## config.mk

```make
export PLATFORM = sky130hd
export DESIGN_NAME = vga_timing_gen
export DESIGN_NICKNAME = d
export VERILOG_FILES = /design/src/rtl/vga_timing_gen.sv
export SDC_FILE = /design/constraint.sdc
export NUM_CORES = 1
export LEC_CHECK = 0
export BUFFER_PORTS_ARGS = -buffer_cell sky130_fd_sc_hd__buf_4
export CAP_MARGIN = 25
export CORE_MARGIN = 5
export CORE_UTILIZATION = 55
export CTS_CLUSTER_DIAMETER = 40
export DETAILED_ROUTE_END_ITERATION = 10
export GPL_ROUTABILITY_DRIVEN = 0
export PLACE_DENSITY_LB_ADDON = 0.08
export SETUP_SLACK_MARGIN = 0.1
export SKIP_LAST_GASP = 1
export SLEW_MARGIN = 20
export SYNTH_ARGS = -nofsm -noshare
export SYNTH_HDL_FRONTEND = slang
export SYNTH_SLANG_ARGS = --single-unit
```

## constraint.sdc

```tcl
create_clock -name clk -period 4.9 [get_ports clk]
set_input_delay 0.49 -clock clk [delete_from_list [all_inputs] [get_ports clk]]
set_output_delay 0.49 -clock clk [all_outputs]
set_load 0.05 [all_outputs]
```

## src/rtl/vga_timing_gen.sv

```systemverilog
// 640x480@60 VGA timing generator with a pixel-clock divider and a per-frame
// latched, priority-encoded key input (lowest held note wins).
module vga_timing_gen #(
  parameter int unsigned CLK_DIV  = 4,
  parameter logic [2:0]  KEY_NONE = 3'd7
) (
  input  logic       clk,
  input  logic       rst_n,
  input  logic [6:0] keys,
  output logic       pix_tick,
  output logic [9:0] h_cnt,
  output logic [9:0] v_cnt,
  output logic       hsync,
  output logic       vsync,
  output logic       valid,
  output logic       frame_start,
  output logic [2:0] key_press
);

  localparam int unsigned    DivW    = (CLK_DIV > 1) ? $clog2(CLK_DIV) : 1;
  localparam logic [DivW-1:0] DivLast = DivW'(CLK_DIV - 1);

  localparam logic [9:0] HLast      = 10'd799;
  localparam logic [9:0] HVisible   = 10'd640;
  localparam logic [9:0] HSyncFirst = 10'd656;
  localparam logic [9:0] HSyncLast  = 10'd751;
  localparam logic [9:0] VLast      = 10'd524;
  localparam logic [9:0] VVisible   = 10'd480;
  localparam logic [9:0] VSyncFirst = 10'd490;
  localparam logic [9:0] VSyncLast  = 10'd491;

  logic [DivW-1:0] div_q;
  logic [DivW-1:0] div_d;
  logic [9:0]      h_d;
  logic [9:0]      v_d;
  logic            h_wrap;
  logic            frame_wrap;
  logic [6:0]      keys_meta_q;
  logic [6:0]      keys_sync_q;
  logic [2:0]      key_enc;

  assign pix_tick   = (div_q == DivLast);
  assign h_wrap     = pix_tick && (h_cnt == HLast);
  assign frame_wrap = h_wrap && (v_cnt == VLast);

  always_comb begin
    div_d = pix_tick ? '0 : div_q + DivW'(1);

    h_d = h_cnt;
    if (pix_tick) begin
      h_d = h_wrap ? 10'd0 : h_cnt + 10'd1;
    end

    v_d = v_cnt;
    if (h_wrap) begin
      v_d = (v_cnt == VLast) ? 10'd0 : v_cnt + 10'd1;
    end
  end

  // Scan from the top down so the lowest-index held key is the last to win.
  always_comb begin
    key_enc = KEY_NONE;
    for (int i = 6; i >= 0; i--) begin
      if (keys_sync_q[i]) begin
        key_enc = 3'(i);
      end
    end
  end

  // Sync and valid are derived from the next counter values so that they line
  // up with h_cnt/v_cnt in the same cycle instead of lagging by one.
  always_ff @(posedge clk or negedge rst_n) begin
    if (!rst_n) begin
      div_q       <= '0;
      h_cnt       <= 10'd0;
      v_cnt       <= 10'd0;
      hsync       <= 1'b1;
      vsync       <= 1'b1;
      valid       <= 1'b1;
      frame_start <= 1'b0;
      key_press   <= KEY_NONE;
      keys_meta_q <= 7'd0;
      keys_sync_q <= 7'd0;
    end else begin
      div_q       <= div_d;
      h_cnt       <= h_d;
      v_cnt       <= v_d;
      hsync       <= !((h_d >= HSyncFirst) && (h_d <= HSyncLast));
      vsync       <= !((v_d >= VSyncFirst) && (v_d <= VSyncLast));
      valid       <= (h_d < HVisible) && (v_d < VVisible);
      frame_start <= frame_wrap;
      keys_meta_q <= keys;
      keys_sync_q <= keys_meta_q;
      if (frame_wrap) begin
        key_press <= key_enc;
      end
    end
  end

endmodule
```

==> results.json, run 1 <==
{
  "antenna_found_initial": 0,
  "synth_top_area_share_pct": 48.81,
  "die_w_um": 68.73,
  "worstSetupPathType": "flip-flop to flip-flop",
  "power-per-cell-area_nw_per_um2": 242.0,
  "drv_slew": 0,
  "via_per_inst": 5.650,
  "drive_gt1_share_pct": 27.88,
  "place_hpwl_um": 2710,
  "critPathRequiredTime_ns": 5.16,
  "fin_cells": 254,
  "slew_headroom_pct": 62.90,
  "r2r_setup_slack_ns": 2.33,
  "finalSetupViolCount": 0,
  "grt_pass1_wl_um": 6444,
  "yosys-top-cells-area": "dfrtp_1, dfstp_2, nand2_1",
  "fp.dieH_um": 68.73,
  "max_freq_mhz": 389.0,
  "hold_buffers": 0,
  "min_period_over_period_pct": 52.46,
  "final_util_pct": 67.30,
  "die_area_um2": 4723,
  "seqCellArea_um2": 1084,
  "start_util_pct": 56.84,
  "drc": 0,
  "placed_cell_area_um2": 2192,
  "ff2ff_path_depth": 7,
  "critPathMaxFanout": 14,
  "synth_top_flop_cell": "dfrtp_1",
  "r2r-end": "valid$_DFF_PN1_",
  "post_cts_buffers": 0,
  "synth_area_um2": 1897,
  "hold_class": "input port to asynchronous set/reset pin",
  "synthArstFlopShare_pct": 100.0,
  "synth_edf_count": 0,
  "drv_cap": 0,
  "fin_area_um2": 2246,
  "fin_tns_setup_ns": 0,
  "fin_skew_ns": 0.008344,
  "multiInputGateArea_um2": 758.2,
  "ant_nets": 0,
  "synthDistinctLibCells": 42,
  "fin_hold_ws_ns": 0.07974,
  "setup_slack_ns": 2.329,
  "placed_cells": 246,
  "grt_max_degree": 44,
  "firstDrtPassIters": 4,
  "synth_top_area_cell": "dfrtp_1",
  "cp.arrival_ns": 2.83,
  "power.leakage_nw": 1.003,
  "clk_pin_slew_worst_paths_ns": 0.12,
  "tightest_slew_ns": 0.5519,
  "synthCells": 169,
  "antenna_cells": 0,
  "port_buffers": 36,
  "power_mw": 0.5434,
  "clock-sinks": 43,
  "drt_wl_total_um": 3699,
  "rsz0062_at_grt": "no",
  "finish.net_count": 220,
  "synthAdderAreaFrac_pct": 2.639,
  "areaGrowthSynthToFinish_pct": 18.40,
  "synth_warnings": 0,
  "root_buffer": "clkbuf_4",
  "avgSynthCellArea_um2": 11.22,
  "h-tree-depth": 2,
  "core_area_um2": 3337,
  "globalRouteOverflowTotal": 0,
  "endpoint_kind": "flip-flop",
  "synth_top_family_by_area": "simple AND/OR/NAND/NOR gates",
  "pre_cts_ws_ns": 2.338,
  "ys_seq_area_share_pct": 57.12,
  "synth-compound-area-share_pct": 10.75,
  "syn-num-nets": 182,
  "clock_latency_ns": 0.36,
  "routedWlPerCell_um": 14.56,
  "synth.area.mux_share_pct": 0.5277,
  "cts_tree": "built",
  "ioPinCount": 37,
  "cts_resized": 0,
  "status": "completed",
  "grt.total_usage_pct": 18.75,
  "synthSimpleGateAreaFrac_pct": 21.11,
  "first_global_vias": 1399,
  "row_count": 21,
  "synth_xor_area_share_pct": 4.947,
  "vdd_drop_max_uv": 196.3,
  "ys_seq_elements": 43,
  "cts_buffer_depth": 2,
  "finalHoldViolCount": 0,
  "cts_made_buffers": 5,
  "drtIter0Drc": 86,
  "critPathLaunchType": "flip-flop",
  "n_fill_cell": 281,
  "vias": 1435,
  "fin_crit_ns": 2.571,
  "r2r_start": "div_q[0]$_DFF_PN0_"
}
==> worst max-delay path by stage <==
stage                       startpoint               to
finish              div_q[0]$_DFF_PN0_  valid$_DFF_PN1_
global route        div_q[0]$_DFF_PN0_  valid$_DFF_PN1_
CTS                 div_q[0]$_DFF_PN0_  valid$_DFF_PN1_
detailed placement  div_q[0]$_DFF_PN0_  valid$_DFF_PN1_
global placement    div_q[0]$_DFF_PN0_  valid$_DFF_PN1_
floorplan           div_q[0]$_DFF_PN0_  valid$_DFF_PN1_
==> worst max-delay path: stages (launching register included) <==
cell and delay, ns:
dfrtp_1 0.37, ha_1 0.31, and4_1 0.38, and4_1 0.52, nand4_1 0.22, xnor2_2 0.18
and4_4 0.16, a2111oi_2 0.32
==> kinds of logic (layout without fill, tap and decap cells) <==
kind of cell               after synthesis  count (layout)
xor gates and xnor gates                 9               9
buffers and inverters                   11              50
adders and majority gates                4               4
AOI/OAI and AO/OA                       32              32
muxes                                    1               1
DFF                                     43              43
and+or+nand+nor                         69              69
==> metal layers <==
layer	global-route usage [%]	part of all wire (%)	up-vias	wire [µm]
met5	0	0	-	0
met4	8.516	1.8	0	65
met3	5.673	5.9	8	218
met2	28.72	48	50	1772
met1	24.47	44	698	1642
li1	-	-	679	-
==> registers in the layout, summed over array words and instances (netlist names), 2 cells and up <==
signal / count
div_q: 2
h_cnt: 10
keys_meta_q: 7
key_press: 3
keys_sync_q: 7
v_cnt: 10
==> cells in the final DEF (no fill, tap or decap), types with 2 or more instances in the layout <==
master,count
nand4_1,5
ha_1,4
o21ai_0,13
buf_4,36
a31oi_1,2
nand3_1,9
dfrtp_1,37
nor2_1,10
o31ai_1,4
dfstp_2,6
xnor2_1,4
inv_1,6
nor3_1,3
and4_1,2
xnor2_2,2
o41ai_1,2
clkbuf_4,5
xor2_1,3
or3_1,5
nand2_1,21
a21o_1,2
a21oi_1,4
nand2b_1,3
==> area by class of cell <==
class                           instances  share of cell area (%)
Clock buffer                            6                   1.838
Clock inverter                          2                  0.5571
Inverter                                6                   1.003
Multi-Input combinational cell        115                   33.76
Sequential cell                        43                   48.25
Tap cell                               46                   2.563
Timing Repair Buffer                   36                   12.03
==> cells in the mapped netlist, types with 2 or more instances <==
| cell type | instances |
|---|---|
| and4_1 | 2 |
| a31oi_1 | 2 |
| a21oi_1 | 4 |
| inv_1 | 6 |
| nand2b_1 | 3 |
| nor2_1 | 10 |
| buf_2 | 2 |
| nand2_1 | 21 |
| o31ai_1 | 4 |
| o41ai_1 | 2 |
| xnor2_1 | 4 |
| dfstp_2 | 6 |
| o21ai_0 | 13 |
| nand3_1 | 9 |
| nand4_1 | 5 |
| xnor2_2 | 2 |
| nor3_1 | 3 |
| ha_1 | 4 |
| dfrtp_1 | 37 |
| a21o_1 | 2 |
| or3_1 | 5 |
| xor2_1 | 3 |
==> where the power goes <==
part	switching, mW	total, mW	internal [mW]
Sequential	0.00241	0.363	0.361
Clock	0.112	0.167	0.0554
Combinational	0.00799	0.0129	0.00488
Total	0.122	0.543	0.421
(Power assumes the default switching activity.)
==> run 2, diff against run 1 <==
--- a/config.mk
+++ b/config.mk
@@ -5,10 +5,11 @@
 export SDC_FILE = /design/constraint.sdc
 export NUM_CORES = 1
 export LEC_CHECK = 0
+export ABC_AREA = 1
 export BUFFER_PORTS_ARGS = -buffer_cell sky130_fd_sc_hd__buf_4
 export CAP_MARGIN = 25
 export CORE_MARGIN = 5
-export CORE_UTILIZATION = 55
+export CORE_UTILIZATION = 50
 export CTS_CLUSTER_DIAMETER = 40
 export DETAILED_ROUTE_END_ITERATION = 10
 export GPL_ROUTABILITY_DRIVEN = 0
==> constraint.sdc (replaced) <==
create_clock -name clk -period 2.08 [get_ports clk]
set_input_delay 0.208 -clock clk [delete_from_list [all_inputs] [get_ports clk]]
set_output_delay 0.208 -clock clk [all_outputs]
set_load 0.05 [all_outputs]
==> results.json, run 2 <==
{
  "drtIter0Drc": 111,
  "finalHoldViolCount": 0,
  "cpMaxStageDelayCell": "dfrtp_1",
  "cp.arrival_ns": 2.00,
  "antenna_cells": 0,
  "drv_cap": 0,
  "synth_most_common_cell": "nand2_1",
  "drt_wl_total_um": 4552,
  "drc": 0,
  "fin_tns_setup_ns": 0,
  "cts_tree": "built",
  "grt_pass1_wl_um": 7734,
  "synth_top_flop_cell": "dfrtp_1",
  "clk_pin_slew_worst_paths_ns": 0.08,
  "r2r_setup_slack_ns": 0.32,
  "critPathMaxFanout": 7,
  "endpoint_kind": "flip-flop",
  "slew_headroom_pct": 65.64,
  "multiInputGateArea_um2": 892.1,
  "antenna_found_initial": 0,
  "first_global_vias": 1739,
  "synth_edf_count": 0,
  "areaGrowthSynthToFinish_pct": 22.32,
  "fin_hold_ws_ns": 0.01407,
  "port_buffers": 36,
  "die_area_um2": 5756,
  "final_util_pct": 61.80,
  "path_cells": "inv_1, ha_1, nand2_1, nor2_1, nand3_1, nor2_2, inv_2, nand3_2, nand3_2, nor2_2, nor2_2",
  "cpPeakStageDelay_ns": 0.41,
  "clock_latency_ns": 0.30,
  "tightest_slew_ns": 0.5154,
  "synthDistinctLibCells": 30,
  "synth.top_cells.by_count": "nand2_1, inv_1, dfrtp_1",
  "worst_path_most_repeated_cell": "nor2_2",
  "worstSetupPathType": "flip-flop to flip-flop",
  "crit_buf_inv": 2,
  "grt_max_degree": 44,
  "min_period_over_period_pct": 84.65,
  "drive_gt1_share_pct": 27.51,
  "critPathLaunchType": "flip-flop",
  "synthArstFlopShare_pct": 100.0,
  "finalSetupViolCount": 0,
  "crit_family": "simple AND/OR/NAND/NOR gates",
  "cts_buffer_depth": 2,
  "n_fill_cell": 381,
  "h-tree-depth": 2,
  "grt.total_usage_pct": 18.12,
  "drv_slew": 0,
  "power-per-cell-area_nw_per_um2": 578.8,
  "synth_top_area_cell": "dfrtp_1",
  "vias": 1787,
  "hold_class": "input port to flip-flop",
  "clock-sinks": 43,
  "avgSynthCellArea_um2": 8.281,
  "layout_commonest_cell": "nand2_1",
  "place_hpwl_um": 3338,
  "status": "completed",
  "start_util_pct": 50.52,
  "root_buffer": "clkbuf_8",
  "routedWlPerCell_um": 12.61,
  "critPathRequiredTime_ns": 2.32,
  "power.leakage_nw": 1.357,
  "synthCells": 262,
  "globalRouteOverflowTotal": 0,
  "largest_registers": "h_cnt: 10 flops, v_cnt: 10 flops",
  "ys_seq_area_share_pct": 49.94,
  "rsz0062_at_grt": "no",
  "cts_made_buffers": 5,
  "seqCellArea_um2": 1086,
  "ant_nets": 0,
  "die_w_um": 75.87,
  "via_per_inst": 4.950,
  "pre_cts_ws_ns": 0.2549,
  "synth_area_um2": 2170,
  "fin_crit_ns": 1.761,
  "vdd_drop_max_uv": 409.3,
  "fp.dieH_um": 75.87,
  "fin_skew_ns": 0.006391,
  "layout_common_cells": "nand2_1, inv_1, buf_4",
  "ioPinCount": 37,
  "row_count": 24,
  "core_area_um2": 4294,
  "syn-num-nets": 275,
  "max_freq_mhz": 568.0,
  "setup_slack_ns": 0.3194,
  "finish.net_count": 321,
  "synth_warnings": 0,
  "ys_seq_elements": 43,
  "firstDrtPassIters": 4,
  "yosys-top-cells-area": "dfrtp_1, nand2_1, inv_1",
  "synth_top_area_share_pct": 42.68
}
run 2: cell types whose count changed in the layout (fill, tap and decap cells not counted), moves of 8 or more:
cell,previous run,this run
inv_1,6,45
nor2_2,0,8
nand3_1,9,26
nor2_1,10,21
nand2_1,21,61
run 2: power by group:
group	switching (mW)	total (mW)	internal [mW]
logic	0.0211	0.0354	0.0143
clock network	0.288	0.646	0.358
registers	0.00481	0.854	0.849
run 2: what timing repair did:
item	in CTS	in global routing
buffers inserted	0	3
endpoints found under the hold margin	37	1
endpoints found under the setup margin	0	3
resized for setup	0	1
hold buffers	1	1
run 2: worst reg2reg max path: cells and delay by family (launching register included):
family                     cells  cell delay, ns
adders and majority gates      1            0.15
DFF                            1            0.41
buffers and inverters          2            0.20
and+or+nand+nor                8            0.95
run 2: final timing paths:
kind,startpoint,to,cells after the start
worst max-delay path,v_cnt[0]$_DFF_PN0_,valid$_DFF_PN1_,11
worst min-delay path,keys[2],keys_meta_q[2]$_DFF_PN0_,1
worst max register to register,v_cnt[0]$_DFF_PN0_,valid$_DFF_PN1_,11
worst min register to register,keys_meta_q[2]$_DFF_PN0_,keys_sync_q[2]$_DFF_PN0_,0
max in group asynchronous,rst_n,h_cnt[0]$_DFF_PN0_,2
min in group asynchronous,rst_n,v_cnt[5]$_DFF_PN0_,2
run 2: routing by layer:
layer	vias up	track usage (%)	routed length [µm]
met5	-	0	0
met4	0	8.155	97
met3	8	4.749	238
met2	47	28.90	2183
met1	822	23.07	2032
li1	910	-	-
run 2: final cells by class:
cell class	count	share of cell area, %
clock inverter	2	1.414
sequential	43	40.92
inverter	50	7.072
clock buffer	6	2.735
multi-input combinational	167	33.62
timing repair buffer	41	11.79
tap	52	2.452
run 2: cell families after synthesis:
family | synth area share (%)
adder cells (fa/ha/maj) | 2.307
flip-flops | 49.94
AND/OR/NAND/NOR | 32.35
buffers and inverters | 9.516
XOR/XNOR | 0.8075
AO/OA/AOI/OAI | 5.075
run 2: metrics by stage:
stage | instance area (µm²) | total power, mW | std cells
after floorplan | 2175 | 0.8746 | 262
after global placement | 2491 | 0.9036 | 348
after detailed placement | 2491 | 0.9049 | 348
after CTS | 2611 | 1.553 | 357
after global routing | 2654 | 1.596 | 361
final | 2654 | 1.536 | 361
==> run 3, diff against run 2 <==
--- a/config.mk
+++ b/config.mk
@@ -9,7 +9,7 @@
 export BUFFER_PORTS_ARGS = -buffer_cell sky130_fd_sc_hd__buf_4
 export CAP_MARGIN = 25
 export CORE_MARGIN = 5
-export CORE_UTILIZATION = 50
+export CORE_UTILIZATION = 55
 export CTS_CLUSTER_DIAMETER = 40
 export DETAILED_ROUTE_END_ITERATION = 10
 export GPL_ROUTABILITY_DRIVEN = 0
==> constraint.sdc (replaced) <==
create_clock -name clk -period 1.8 [get_ports clk]
set_input_delay 0.18 -clock clk [delete_from_list [all_inputs] [get_ports clk]]
set_output_delay 0.18 -clock clk [all_outputs]
set_load 0.05 [all_outputs]
==> results.json, run 3 (synthesized netlist as in run 2, its figures left out) <==
{
  "drv_slew": 0,
  "fin_area_um2": 2920,
  "worstSetupPathType": "flip-flop to flip-flop",
  "n_fill_cell": 276,
  "crit_family": "simple AND/OR/NAND/NOR gates",
  "drive_gt1_share_pct": 40.06,
  "finalHoldViolCount": 0,
  "place_hpwl_um": 3362,
  "die_w_um": 72.81,
  "worstHoldEndpoint": "keys_sync_q[4]$_DFF_PN0_",
  "vias": 1942,
  "drv_cap": 0,
  "row_count": 22,
  "power.leakage_nw": 1.446,
  "r2r_start": "div_q[0]$_DFF_PN0_",
  "min_from": "keys_meta_q[4]$_DFF_PN0_",
  "r2r-end": "vsync$_DFF_PN1_",
  "fin_tns_setup_ns": 0,
  "clock_latency_ns": 0.30,
  "max_freq_mhz": 600.1,
  "combPwrFrac_pct": 3.2,
  "swShare_pct": 22.13,
  "clock_power_share_pct": 36.6,
  "cp.arrival_ns": 1.90,
  "ioPinCount": 37,
  "critPathLaunchType": "flip-flop",
  "crit_buf_inv": 1,
  "firstDrtPassIters": 4,
  "multiInputGateArea_um2": 1030,
  "r2r_setup_slack_ns": 0.13,
  "power.net_switching_mw": 0.3626,
  "grt.total_usage_pct": 18.84,
  "critPathMaxFanout": 5,
  "seqCellArea_um2": 1099,
  "root_buffer": "clkbuf_8",
  "power-per-cell-area_nw_per_um2": 561.2,
  "drc": 0,
  "clk_pin_slew_worst_paths_ns": 0.08,
  "wl_met2_um": 2509,
  "die_area_um2": 5301,
  "internal-power_mw": 1.276,
  "placed_cells": 344,
  "setup_slack_ns": 0.1337,
  "cts_made_buffers": 5,
  "fin_skew_ns": 0.005916,
  "fin_crit_ns": 1.666,
  "tightest_slew_ns": 0.5157,
  "hold_class": "flip-flop to flip-flop",
  "port_buffers": 36,
  "endpoint_kind": "flip-flop",
  "clock-sinks": 43,
  "wl_met1_um": 2057,
  "areaGrowthSynthToFinish_pct": 34.60,
  "drt_wl_total_um": 4904,
  "pre_cts_ws_ns": 0.02860,
  "fin_cells": 375,
  "grt_max_degree": 44,
  "placed_cell_area_um2": 2539,
  "top_layer_used": "met4",
  "cts_tree": "built",
  "cts_buffer_depth": 2,
  "core_area_um2": 3744,
  "finalSetupViolCount": 0,
  "start_util_pct": 57.95,
  "cpPeakStageDelay_ns": 0.40,
  "antenna_found_initial": 0,
  "fp.dieH_um": 72.81,
  "antenna_cells": 0,
  "critPathRequiredTime_ns": 2.04,
  "rsz0062_at_grt": "yes",
  "pwr-share-seq_pct": 60.2,
  "grt_pass1_wl_um": 7769,
  "path_cells": "ha_4, nand2_2, inv_2, nand3_2, nor2_8, nand2_2, xor2_2, nand3_2, nor2_2, nand2_1",
  "drtIter0Drc": 103,
  "fin_hold_ws_ns": 0.3563,
  "cpMaxStageDelayCell": "dfrtp_1",
  "via_per_inst": 5.179,
  "met3_wirelength_um": 242,
  "largest_registers": "h_cnt: 10 flops, v_cnt: 10 flops",
  "min_period_over_period_pct": 92.57,
  "layout_common_cells": "nand2_1, buf_4, inv_1",
  "ff2ff_path_depth": 10,
  "whs_path_depth": 0,
  "layout_commonest_cell": "nand2_1",
  "slew_headroom_pct": 65.62,
  "ant_nets": 0,
  "h-tree-depth": 2,
  "finish.net_count": 339,
  "status": "completed",
  "vdd_drop_max_uv": 594.5,
  "first_global_vias": 1742,
  "globalRouteOverflowTotal": 0,
  "routedWlPerCell_um": 13.08
}
-- run 3: changes by cell type in the layout (fill, tap and decap cells not counted), sizes merged --
| cell | change |
|---|---|
| buf | +11 |
| bufinv | -1 |
| clkbuf | -1 |
| clkinv | +1 |
| clkinvlp | +1 |
| dlygate4sd3 | +6 |
| nor2 | +1 |
-- run 3: cell type report --
type                    count  share of cell area (%)
clock buffers               5                   2.356
flip-flops and latches     43                   37.62
clock inverters             3                  0.6855
repair buffers             58                   15.60
multi-input cells         168                   35.26
well taps                  48                   2.057
inverters                  50                   6.427
-- run 3: metrics by stage --
step	util [%]	total power, mW
2_1_floorplan	-	1.011
3_3_place_gp	67.81	1.043
3_5_place_dp	67.81	1.046
4_1_cts	73.56	1.660
5_1_grt	78.01	1.709
6_report	78.01	1.639
-- run 3: how the worst max path moves through the flow --
stage / startpoint / endpoint / cells past startpoint
2_1_floorplan: h_cnt[1]$_DFF_PN0_ / vsync$_DFF_PN1_ / 10
3_3_place_gp: div_q[0]$_DFF_PN0_ / vsync$_DFF_PN1_ / 10
3_5_place_dp: div_q[0]$_DFF_PN0_ / vsync$_DFF_PN1_ / 10
4_1_cts: div_q[0]$_DFF_PN0_ / vsync$_DFF_PN1_ / 12
5_1_grt: div_q[0]$_DFF_PN0_ / vsync$_DFF_PN1_ / 10
6_report: div_q[0]$_DFF_PN0_ / vsync$_DFF_PN1_ / 10
-- run 3: repair_timing --
action                                  4_1_cts  5_1_grt
buffers inserted                              4       10
hold buffers                                  8        0
hold endpoints to repair                     44        0
pin swaps                                     2       12
endpoints found under the setup margin        2        4
resized for setup                             1       29
cloned                                        1        0
-- run 3: per-layer routing --
metal	vias up	track usage [%]
li1	940	-
met5	-	0
met1	948	24.54
met4	0	6.352
met2	45	30.86
met3	9	4.408
-- run 3: power by group through the flow --
stage | registers, mW | clock network, mW | logic, mW
2_1_floorplan | 1.00 | 0 | 0.00648
3_3_place_gp | 1.00 | 0 | 0.0385
3_5_place_dp | 1.01 | 0 | 0.0397
4_1_cts | 0.987 | 0.620 | 0.0531
5_1_grt | 0.989 | 0.661 | 0.0598
6_report | 0.987 | 0.600 | 0.0522
